[src/rtl/npu_cube_acc_ctrl.sv]
// Carry-save accumulation sequencer behind the last adder-tree level: folds one
// (sum, carry) beat per handshake, then resolves the group with a single CPA.
module npu_cube_acc_ctrl #(
    parameter int DWIN      = 19,
    parameter int DWACC     = 24,
    parameter int SIGNED_IN = 0,
    parameter int MAX_DEPTH = 256,
    parameter int DWCNT     = 9
) (
    input  logic             clk,
    input  logic             rst,
    input  logic             in_valid,
    output logic             in_ready,
    input  logic [DWIN-1:0]  in_sum,
    input  logic [DWIN-1:0]  in_carry,
    input  logic             in_last,
    output logic             out_valid,
    input  logic             out_ready,
    output logic [DWACC-1:0] out_data,
    output logic [DWCNT-1:0] out_beats,
    output logic             out_ovf
);

    // Handshake: a beat (or result) transfers on a rising edge where valid and
    // ready are both high; valid-side payload must hold until that edge.

    typedef enum logic [1:0] {IDLE, ACCUM, RESOLVE, OUTPUT} state_t;

    localparam logic [DWCNT-1:0] DEPTH = DWCNT'(MAX_DEPTH);

    state_t           state_q, state_d;
    logic [DWACC-1:0] acc_s_q, acc_s_d;
    logic [DWACC-1:0] acc_c_q, acc_c_d;
    logic [DWCNT-1:0] cnt_q, cnt_d;
    logic             ovf_pend_q, ovf_pend_d;
    logic             in_ready_q, in_ready_d;
    logic             out_valid_q, out_valid_d;
    logic [DWACC-1:0] out_data_q, out_data_d;
    logic [DWCNT-1:0] out_beats_q, out_beats_d;
    logic             out_ovf_q, out_ovf_d;

    logic [DWACC-1:0] x, yc, y;
    logic [DWACC-1:0] fs, fc, fc2, s1, c1, c1_2, s2, c2;
    logic [DWCNT-1:0] cnt_next;
    logic             accept, close_depth;

    // Extend inputs to accumulator width; narrower accumulators simply truncate.
    for (genvar i = 0; i < DWACC; i++) begin : g_ext
        if (i < DWIN) begin : g_in
            assign x[i]  = in_sum[i];
            assign yc[i] = in_carry[i];
        end else begin : g_pad
            assign x[i]  = (SIGNED_IN != 0) ? in_sum[DWIN-1]   : 1'b0;
            assign yc[i] = (SIGNED_IN != 0) ? in_carry[DWIN-1] : 1'b0;
        end
    end
    assign y = yc << 1;

    // Two 3:2 stages; the stored carry vector lives at weight 2.
    always_comb begin
        fs   = (state_q == IDLE) ? '0 : acc_s_q;
        fc   = (state_q == IDLE) ? '0 : acc_c_q;
        fc2  = fc << 1;
        s1   = fs ^ fc2 ^ x;
        c1   = (fs & fc2) | (fs & x) | (fc2 & x);
        c1_2 = c1 << 1;
        s2   = s1 ^ c1_2 ^ y;
        c2   = (s1 & c1_2) | (s1 & y) | (c1_2 & y);
    end

    assign accept      = in_valid & in_ready_q;
    assign cnt_next    = (state_q == IDLE) ? DWCNT'(1) : cnt_q + DWCNT'(1);
    assign close_depth = (cnt_next == DEPTH);

    always_comb begin
        state_d     = state_q;
        acc_s_d     = acc_s_q;
        acc_c_d     = acc_c_q;
        cnt_d       = cnt_q;
        ovf_pend_d  = ovf_pend_q;
        in_ready_d  = in_ready_q;
        out_valid_d = out_valid_q;
        out_data_d  = out_data_q;
        out_beats_d = out_beats_q;
        out_ovf_d   = out_ovf_q;
        case (state_q)
            IDLE, ACCUM: begin
                in_ready_d = 1'b1;
                if (accept) begin
                    acc_s_d = s2;
                    acc_c_d = c2;
                    cnt_d   = cnt_next;
                    if (in_last || close_depth) begin
                        state_d    = RESOLVE;
                        in_ready_d = 1'b0;
                        ovf_pend_d = close_depth & ~in_last;
                    end else begin
                        state_d = ACCUM;
                    end
                end
            end
            RESOLVE: begin
                out_data_d  = acc_s_q + (acc_c_q << 1);
                out_beats_d = cnt_q;
                out_ovf_d   = ovf_pend_q;
                out_valid_d = 1'b1;
                in_ready_d  = 1'b0;
                state_d     = OUTPUT;
            end
            OUTPUT: begin
                in_ready_d = 1'b0;
                if (out_ready) begin
                    out_valid_d = 1'b0;
                    acc_s_d     = '0;
                    acc_c_d     = '0;
                    cnt_d       = '0;
                    ovf_pend_d  = 1'b0;
                    in_ready_d  = 1'b1;
                    state_d     = IDLE;
                end
            end
            default: state_d = IDLE;
        endcase
    end

    always_ff @(posedge clk) begin
        if (rst) begin
            state_q     <= IDLE;
            acc_s_q     <= '0;
            acc_c_q     <= '0;
            cnt_q       <= '0;
            ovf_pend_q  <= 1'b0;
            in_ready_q  <= 1'b0;
            out_valid_q <= 1'b0;
            out_data_q  <= '0;
            out_beats_q <= '0;
            out_ovf_q   <= 1'b0;
        end else begin
            state_q     <= state_d;
            acc_s_q     <= acc_s_d;
            acc_c_q     <= acc_c_d;
            cnt_q       <= cnt_d;
            ovf_pend_q  <= ovf_pend_d;
            in_ready_q  <= in_ready_d;
            out_valid_q <= out_valid_d;
            out_data_q  <= out_data_d;
            out_beats_q <= out_beats_d;
            out_ovf_q   <= out_ovf_d;
        end
    end

    assign in_ready  = in_ready_q;
    assign out_valid = out_valid_q;
    assign out_data  = out_data_q;
    assign out_beats = out_beats_q;
    assign out_ovf   = out_ovf_q;

endmodule
[config.mk]
export PLATFORM = sky130hd
export DESIGN_NAME = npu_cube_acc_ctrl
export DESIGN_NICKNAME = d
export VERILOG_FILES = /design/src/rtl/npu_cube_acc_ctrl.sv
export SDC_FILE = /design/constraint.sdc
export NUM_CORES = 1
export LEC_CHECK = 0
export BUFFER_PORTS_ARGS = -buffer_cell sky130_fd_sc_hd__buf_2
export CAP_MARGIN = 20
export CORE_MARGIN = 2
export CORE_UTILIZATION = 40
export DETAILED_ROUTE_END_ITERATION = 10
export PLACE_DENSITY = 0.55
export REMOVE_ABC_BUFFERS = 1
export SLEW_MARGIN = 20
export SYNTH_ARGS = -nofsm -noshare
export SYNTH_HDL_FRONTEND = slang
export SYNTH_SLANG_ARGS = --single-unit
[constraint.sdc]
create_clock -name clk -period 3 [get_ports clk]
set_input_delay 0.15 -clock clk [delete_from_list [all_inputs] [get_ports clk]]
set_output_delay 0.15 -clock clk [all_outputs]
set_load 0.05 [all_outputs]
==> run summary, run 1 <==
Iter 0 DRT Violations = 244
CP top delay family = adder cells
per-cell routed wire length = 15.49 um
mux contribution to synthesized area = 0.5271%
Max IR drop VDD = 0.3097 mV
vias in the first global route = 4591
pwr/cell area = 438.8 nW/um2
Post-Syn Instances = 640
CP peak stage delay = 0.60 ns
Main synth FF type = dfxtp_1
share of layout cells above drive strength 1 = 17.16%
CP max-delay cell = or2_2
CTS clk-pin slew, worst paths = 0.07 ns
RSZ-0062 raised after global routing = false
I/O Pins = 79
Num CTS Buffers = 9
hold slack = 0.1493 ns
worst r2r src = state_q[0]
Antenna diodes = 0
Final Critical Period = 2.678 ns
Arr. time, crit path = 2.90 ns
first-pass GRT wire length = 22710 um
# DRC = 0
number of cells after detailed placement = 869
Clk Latency, worst-skew pair = 0.35 ns
# nets final = 811
Die Height = 123.3 um
Synth Cell Area = 5697 um2
Final Hold Fails = 0
Post-synth ARST share = 0%
Int Pwr = 2.075 mW
Post-synth EDFFs = 0
area of the multi-input gates = 3636 um2
clk sinks = 94
Synth Area in XOR/XNOR = 2.767%
count of warnings emitted by yosys = 0
critical path endpoint = acc_s_q[2]
antenna violations before repair = 0
starting density of the core = 41.04%
worst setup path class = register to register
Critical Path RT = 3.23 ns
Post-CTS Setup Inserts = 0
TritonCTS clock tree = built
CP Depth = 8
Combinational Power Share = 14.0%
number of I/O port buffers = 78
Synth cell types = 58
Reg2Reg Depth = 8
largest net degree at the start of global routing = 48
post-cts resize count = 0
Routability Congestion = 0.8515
min-delay src = in_last
die area = 15210 um2
Synth Register Bits = 94
status = finished, final reports clean
clock group share of total power = 40.1%
hold crit path type = primary input to register
crit end category = register
Via density = 5.360
Worst slew margin = 42.92%
startpoint class of the critical path = register
CTS root buf = clkbuf_16
Buf+Inv Stages, Crit Path = 1
max cap viols = 0
Cell Count, Final, Fillers Out = 885
FF/Latch Area = 1882 um2
total gr overflow = 0
first-pass iteration count of the detailed router = 4
crit path from = state_q[0]
switch share = 27.78%
WL final = 13710 um
Final Slew Violations = 0
CTS Hold Bufs = 0
Post-Synth Adder-Cell Area = 19.81%
CP Max Fanout = 44
NetSw = 0.7983 mW
Core Area = 13880 um2
reg-to-reg endpoint = acc_s_q[2]
largest family of logic cells by synthesized area = compound AO/OA/AOI/OAI gates
via count = 4744
CP Cell Sequence = or2_2 > and2_1 > fa_1 > inv_1 > fa_1 > nor2_1 > a21oi_1 > nor2_1
Avg Cell Area, Syn = 8.901 um2
Clock Skews = 0.007589 ns
Worst R2R Setup Slack = 0.32 ns
hpwl dp = 9884 um
ANT nets after route = 0
Synth Area in Simple Gates = 19.75%
row count = 43
leakage power = 2.834 nW
area delta synth->final = 14.96%
GRT Resource Usage Total = 19.09%
compound-cell area share of the yosys netlist = 20.67%
count of final setup violators = 0
FMAX = 0.3735 GHz
period utilisation layout = 89.26%
# fillers = 1388
part of the power in registers = 45.9%
Die W = 123.3 um
worst slew pin tran = 0.8541 ns
htree depth = 3
sequential share of the synthesized area = 33.03%
clock tree buffer depth = 2
==> worst min path at each step <==
stage	end	slack (ns)	cells past startpoint
3_3_place_gp	out_valid	0.44	2
3_5_place_dp	out_beats[5]	0.45	2
4_1_cts	ovf_pend_q	0.13	4
6_report	ovf_pend_q	0.15	4
5_1_grt	ovf_pend_q	0.15	4
2_1_floorplan	acc_s_q[16]	0.22	1
==> kinds of logic after synthesis <==
logic type | Yosys count
AOI/OAI and AO/OA | 169
xor gates and xnor gates | 18
adders and majority gates | 68
buffers and inverters | 52
DFF | 94
muxes | 3
and+or+nand+nor | 236
==> cells in the final DEF (no fill, tap or decap), drive strengths merged, types with 3 or more instances in the layout <==
cell type / netlist / layout
buf: 5 / 88
a21o: 13 / 13
ha: 31 / 31
nand3: 14 / 14
xor2: 5 / 5
clkbuf: 34 / 10
a32oi: 4 / 4
and2: 45 / 45
a21oi: 43 / 43
a22oi: 44 / 44
a211oi: 7 / 7
nor2: 78 / 78
fa: 37 / 37
a31oi: 4 / 4
o21ai: 23 / 23
and3: 5 / 5
xnor2: 13 / 13
nand3b: 5 / 5
o22ai: 3 / 3
a2111oi: 3 / 3
nand2: 64 / 64
a211o: 3 / 3
mux2i: 3 / 3
inv: 13 / 13
nand4: 5 / 5
o31a: 3 / 3
dfxtp: 94 / 94
nor3: 7 / 7
o21a: 4 / 4
clkinvlp: 0 / 3
==> power groups by stage <==
stage / Clock [mW] / Sequential, mW / Combinational (mW)
final: 1.15 / 1.32 / 0.402
after global routing: 1.23 / 1.32 / 0.456
after floorplan: 0 / 1.36 / 0.229
after detailed placement: 0 / 1.35 / 0.404
after CTS: 1.19 / 1.32 / 0.406
after global placement: 0 / 1.35 / 0.394
==> synthesized netlist by cell type, drive strengths merged, types with 3 or more instances <==
master | n | area share (%)
o22ai | 3 | 0.33
o21a | 4 | 0.53
a21oi | 43 | 3.8
ha | 31 | 6.8
nor3 | 7 | 0.61
a211o | 3 | 0.48
a32oi | 4 | 0.61
mux2i | 3 | 0.53
a211oi | 7 | 0.92
and3 | 5 | 0.55
nand3b | 5 | 0.66
inv | 13 | 0.86
dfxtp | 94 | 33
and2 | 45 | 4.9
a21o | 13 | 1.8
a22oi | 44 | 5.8
fa | 37 | 13
nand3 | 14 | 1.2
xor2 | 5 | 0.77
o21ai | 23 | 2.1
clkbuf | 34 | 2.2
a2111oi | 3 | 0.90
nand2 | 64 | 4.3
a31oi | 4 | 0.44
o31a | 3 | 0.46
xnor2 | 13 | 2.0
buf | 5 | 0.35
nor2 | 78 | 5.3
nand4 | 5 | 0.55
==> worst reg2reg max path, cell delays in order, from the launching register on <==
cell	delay, ns
dfxtp_1	0.38
or2_2	0.60
and2_1	0.30
fa_1	0.50
inv_1	0.05
fa_1	0.51
nor2_1	0.05
a21oi_1	0.12
nor2_1	0.05
==> routing by layer <==
layer	global-route usage (%)	vias up	part of all wire (%)
met1	26.54	2263	50
met2	29.70	89	44
li1	-	2377	-
met4	6.605	0	1.5
met5	0	-	0
met3	3.598	15	3.8
==> through the flow <==
stage | area (um2) | TNS (ns) | util (%) | setup WS, ns | power [mW]
5_1_grt | 6549 | 0 | 47.18 | 0.09610 | 3.014
3_3_place_gp | 6257 | 0 | 45.08 | 0.3859 | 1.739
3_5_place_dp | 6257 | 0 | 45.08 | 0.3235 | 1.751
2_1_floorplan | 5549 | -64.89 | - | -1.284 | 1.588
6_report | 6549 | 0 | 47.18 | 0.3223 | 2.873
4_1_cts | 6549 | 0 | 47.18 | 0.3069 | 2.915
==> registers in the layout, indices dropped and copies added (netlist names), 2 cells and up <==
register   count
out_beats      9
cnt_q          9
out_data      24
acc_s_q       24
state_q        2
acc_c_q       22
==> area by class of cell <==
cell class	count	share of cell area, %
sequential	94	28.74
multi-input combinational	494	55.52
inverter	13	0.7451
clock buffer	10	3.496
clock inverter	6	0.9553
tap	180	3.439
timing repair buffer	88	7.107
No activity file was read; power rests on OpenSTA's default activity.
==> run 2, diff against run 1 <==
Settings changed: TNS_END_PERCENT set to 10.
Clock period 3 ns to 2.9 ns, I/O delays scaled along.
==> run 2 against run 1 <==
  * Die area stayed put
  * Critical path depth stayed put
  * Setup slack worse by 0.091 ns
  * Global-route usage hardly changed
  * Non-clock buffer count stayed put
  * Design area is 0.29% higher
  * Sequential power is 3% higher
  * Highest routed layer unchanged
==> run summary, run 2 (same netlist as run 1, synthesis figures left out) <==
hold crit path type = primary input to register
met1 Use GR = 25.86%
# DRC = 0
Die Height = 123.3 um
Antenna diodes = 0
Routability Congestion = 0.8738
Final Hold Fails = 0
worst slew pin tran = 0.8860 ns
GRT Resource Usage Total = 19.08%
clk sinks = 94
switch share = 27.61%
ANT nets after route = 0
leakage power = 2.844 nW
CTS Hold Bufs = 0
total gr overflow = 0
CP max-delay cell = or2_2
Max IR drop VDD = 0.2688 mV
Clock Skews = 0.008927 ns
Int Pwr = 2.178 mW
pwr/cell area = 458.1 nW/um2
area delta synth->final = 15.29%
die area = 15210 um2
# nets final = 811
max cap viols = 0
Hold Crit Endpoint = out_valid
FMAX = 0.3747 GHz
startpoint class of the critical path = register
Post-CTS Setup Inserts = 0
commonest non-fill, non-tap cells in the layout = 94 x dfxtp_1, 78 x buf_2, 74 x nor2_1
GRT met3 Usage = 3.321%
met2 layer usage reported by global route = 30.43%
Setup WS pre-CTS = 0.2555 ns
busiest grt layer = met2
number of I/O port buffers = 78
CTS root buf = clkbuf_16
Final WS setup = 0.2313 ns
final core utilization = 47.31%
Arr. time, crit path = 2.89 ns
I/O Pins = 79
worst r2r src = state_q[0]
Worst slew margin = 40.79%
Final Slew Violations = 0
share of layout cells above drive strength 1 = 17.30%
largest net degree at the start of global routing = 48
min-delay src = out_ready
Reg2Reg Depth = 8
htree depth = 3
clock group share of total power = 40.9%
crit end category = register
vias in the first global route = 4622
first-pass GRT wire length = 22830 um
RSZ-0062 raised after global routing = false
Clk Latency, worst-skew pair = 0.36 ns
worst setup path class = register to register
WL final = 13690 um
antenna violations before repair = 0
Hold Path Depth = 4
CP peak stage delay = 0.59 ns
reg-to-reg endpoint = acc_s_q[2]
clock tree buffer depth = 2
Combinational Power Share = 13.8%
Final Critical Period = 2.669 ns
Iter 0 DRT Violations = 324
Die W = 123.3 um
CP Max Fanout = 40
Via density = 5.395
Cell Count, Final, Fillers Out = 885
TritonCTS clock tree = built
row count = 43
Critical Path RT = 3.13 ns
starting density of the core = 41.04%
status = finished, final reports clean
NetSw = 0.8308 mW
per-cell routed wire length = 15.46 um
Worst R2R Setup Slack = 0.23 ns
first-pass iteration count of the detailed router = 5
hpwl dp = 9929 um
period utilisation layout = 92.02%
CP Cell Sequence = or2_2 > and2_1 > fa_1 > inv_1 > fa_1 > nor2_1 > a21oi_1 > nor2_1
Core Area = 13880 um2
part of the power in registers = 45.3%
post-cts resize count = 0
via count = 4775
number of cells after detailed placement = 869
commonest non-fill, non-tap cell in the layout = dfxtp_1
Num CTS Buffers = 9
hold slack = 0.1134 ns
count of final setup violators = 0
CTS clk-pin slew, worst paths = 0.07 ns
run 2: worst max path at each step:
stage	endpoint	depth (start not counted)	slack, ns	startpoint
2_1_floorplan	cnt_q[6]	6	-1.38	in_ready
3_3_place_gp	acc_s_q[2]	8	0.32	state_q[0]
6_report	acc_s_q[2]	8	0.23	state_q[0]
4_1_cts	acc_s_q[2]	8	0.24	state_q[0]
3_5_place_dp	acc_s_q[2]	8	0.26	state_q[0]
5_1_grt	acc_s_q[18]	6	0.11	state_q[0]
run 2: area by class of cell:
cell class / instances / area (um2)
fill: 1387 / 7313
timing repair buffer: 88 / 465.4
sequential: 94 / 1882
inverter: 13 / 48.80
clock buffer: 10 / 239.0
tap: 180 / 225.2
clock inverter: 6 / 71.32
multi-input combinational: 494 / 3636
run 2: critical path, delay by kind of cell, from the launching register on:
family	cells	cell delay, ns
flops	1	0.39
buf+inv	1	0.05
fa+ha+maj	2	1.00
simple gates	4	0.98
compound gates	1	0.11
run 2: power groups by stage:
stage	combinational, mW	clock, mW	sequential, mW
6_report	0.415	1.23	1.36
5_1_grt	0.471	1.31	1.37
4_1_cts	0.420	1.26	1.36
3_5_place_dp	0.418	0	1.39
3_3_place_gp	0.409	0	1.39
2_1_floorplan	0.236	0	1.41
run 2: per-layer routing:
metal  up-vias  routed length [um]
met1      2281                6314
met4         0                 248
li1       2373                   -
met5         -                   0
met2       105                6397
met3        16                 725
run 2: through the flow:
stage	cell area (um2)	power [mW]	setup TNS, ns
after floorplan	5549	1.643	-70.49
after global placement	6257	1.801	0
after detailed placement	6257	1.811	0
after CTS	6568	3.045	0
after global routing	6568	3.148	0
final	6568	3.009	0
==> run 3, diff against run 2 <==
Settings changed: PLACE_DENSITY 0.55 to not set.
==> run 3 against run 2 <==
  * Die area did not move
  * Highest routed layer unchanged
  * Total power rose by 1.2%
  * Core utilization rose by 0.29 points
  * Design area rose by 0.61%
  * Wire length fell by 0.90%
==> run summary, run 3 (same netlist as run 1, synthesis figures left out) <==
worst setup path class = register to register
Antenna diodes = 0
Arr. time, crit path = 2.87 ns
# fillers = 1373
CP max-delay cell = or2_2
Via density = 5.380
Worst slew margin = 46.62%
total gr overflow = 0
commonest non-fill, non-tap cells in the layout = 94 x dfxtp_1, 78 x buf_2, 74 x nor2_1
worst slew pin tran = 0.8006 ns
Final Slew Violations = 0
Die Height = 123.3 um
Final Power = 3.046 mW
status = finished, final reports clean
via count = 4777
starting density of the core = 41.04%
CP top delay family = adder cells
hold slack = 0.1252 ns
share of layout cells above drive strength 1 = 17.66%
antenna violations before repair = 0
setup_tns = 0 ns
startpoint class of the critical path = register
Core Area = 13880 um2
TritonCTS clock tree = built
first-pass GRT wire length = 22710 um
I/O Pins = 79
die area = 15210 um2
Die W = 123.3 um
CTS clk-pin slew, worst paths = 0.08 ns
hold crit path type = primary input to register
area delta synth->final = 15.99%
per-cell routed wire length = 15.27 um
pwr/cell area = 461.0 nW/um2
area of the multi-input gates = 3636 um2
number of I/O port buffers = 78
Cell Count, Final, Fillers Out = 888
period utilisation layout = 91.00%
Max IR drop VDD = 0.2621 mV
Final Critical Period = 2.639 ns
clk sinks = 94
first-pass iteration count of the detailed router = 5
# nets final = 814
leakage power = 2.874 nW
number of cells after detailed placement = 872
ANT nets after route = 0
RSZ-0062 raised after global routing = false
WL final = 13560 um
max cap viols = 0
Clk Latency, worst-skew pair = 0.36 ns
CP Max Fanout = 40
largest net degree at the start of global routing = 66
count of final setup violators = 0
FMAX = 0.3789 GHz
crit end category = register
Post-Layout Inst Area = 6608 um2
clock tree buffer depth = 2
Routability Congestion = 0.8334
# DRC = 0
FF/Latch Area = 1882 um2
htree depth = 3
Final Hold Fails = 0
CP peak stage delay = 0.56 ns
Post-CTS Setup Inserts = 0
commonest non-fill, non-tap cell in the layout = dfxtp_1
row count = 43
post-cts resize count = 0
Clock Skews = 0.01026 ns
vias in the first global route = 4713
hpwl dp = 9963 um
Num CTS Buffers = 9
Iter 0 DRT Violations = 245
CTS root buf = clkbuf_16
placed cell area = 6292 um2
Buf+Inv Stages, Crit Path = 1
Critical Path RT = 3.14 ns
GRT Resource Usage Total = 19.04%
CTS Hold Bufs = 0
CP Cell Sequence = or2_2 > and2_1 > fa_1 > inv_1 > fa_1 > nor2_1 > a21oi_1 > nor2_1
## run 3: power breakdown
| part | leakage, nW | internal, mW | total [mW] | switching (mW) |
|---|---|---|---|---|
| Clock | 0.156 | 0.708 | 1.26 | 0.556 |
| Sequential | 0.761 | 1.33 | 1.36 | 0.0358 |
| Combinational | 1.96 | 0.157 | 0.418 | 0.261 |
## run 3: layer usage
metal	share of wire, %	up-vias	GRT usage [%]
met5	0	-	0
met1	46	2272	25.24
met3	5.7	10	4.705
met2	47	117	31.32
met4	1.1	0	4.332
li1	-	2378	-
## run 3: layout make-up
type | count | area share, %
repair buffers | 91 | 7.574
well taps | 180 | 3.408
clock inverters | 6 | 1.155
multi-input cells | 494 | 55.03
flip-flops and latches | 94 | 28.48
clock buffers | 10 | 3.617
inverters | 13 | 0.7385
## run 3: per-stage QoR
stage / setup WS [ns] / util [%]
floorplan: -1.384 / -
global placement: 0.3375 / 45.33
detailed placement: 0.2668 / 45.33
CTS: 0.2673 / 47.60
global route: 0.1004 / 47.60
finish: 0.2609 / 47.60
## run 3: worst register-to-register path, delay by kind of cell (launching register included)
| family | cells | cell delay (ns) |
|---|---|---|
| fa+ha+maj | 2 | 1.00 |
| buf+inv | 1 | 0.05 |
| flops | 1 | 0.39 |
| simple gates | 4 | 0.96 |
| compound gates | 1 | 0.11 |
## run 3: path summary, 6_finish.rpt
path                 endpoint        start  slack, ns  cells past startpoint
hold / removal     ovf_pend_q      in_last       0.13                      4
setup / recovery   acc_s_q[2]   state_q[0]       0.26                      8
hold reg to reg   out_data[1]  out_data[1]       0.45                      2
setup reg to reg   acc_s_q[2]   state_q[0]       0.26                      8
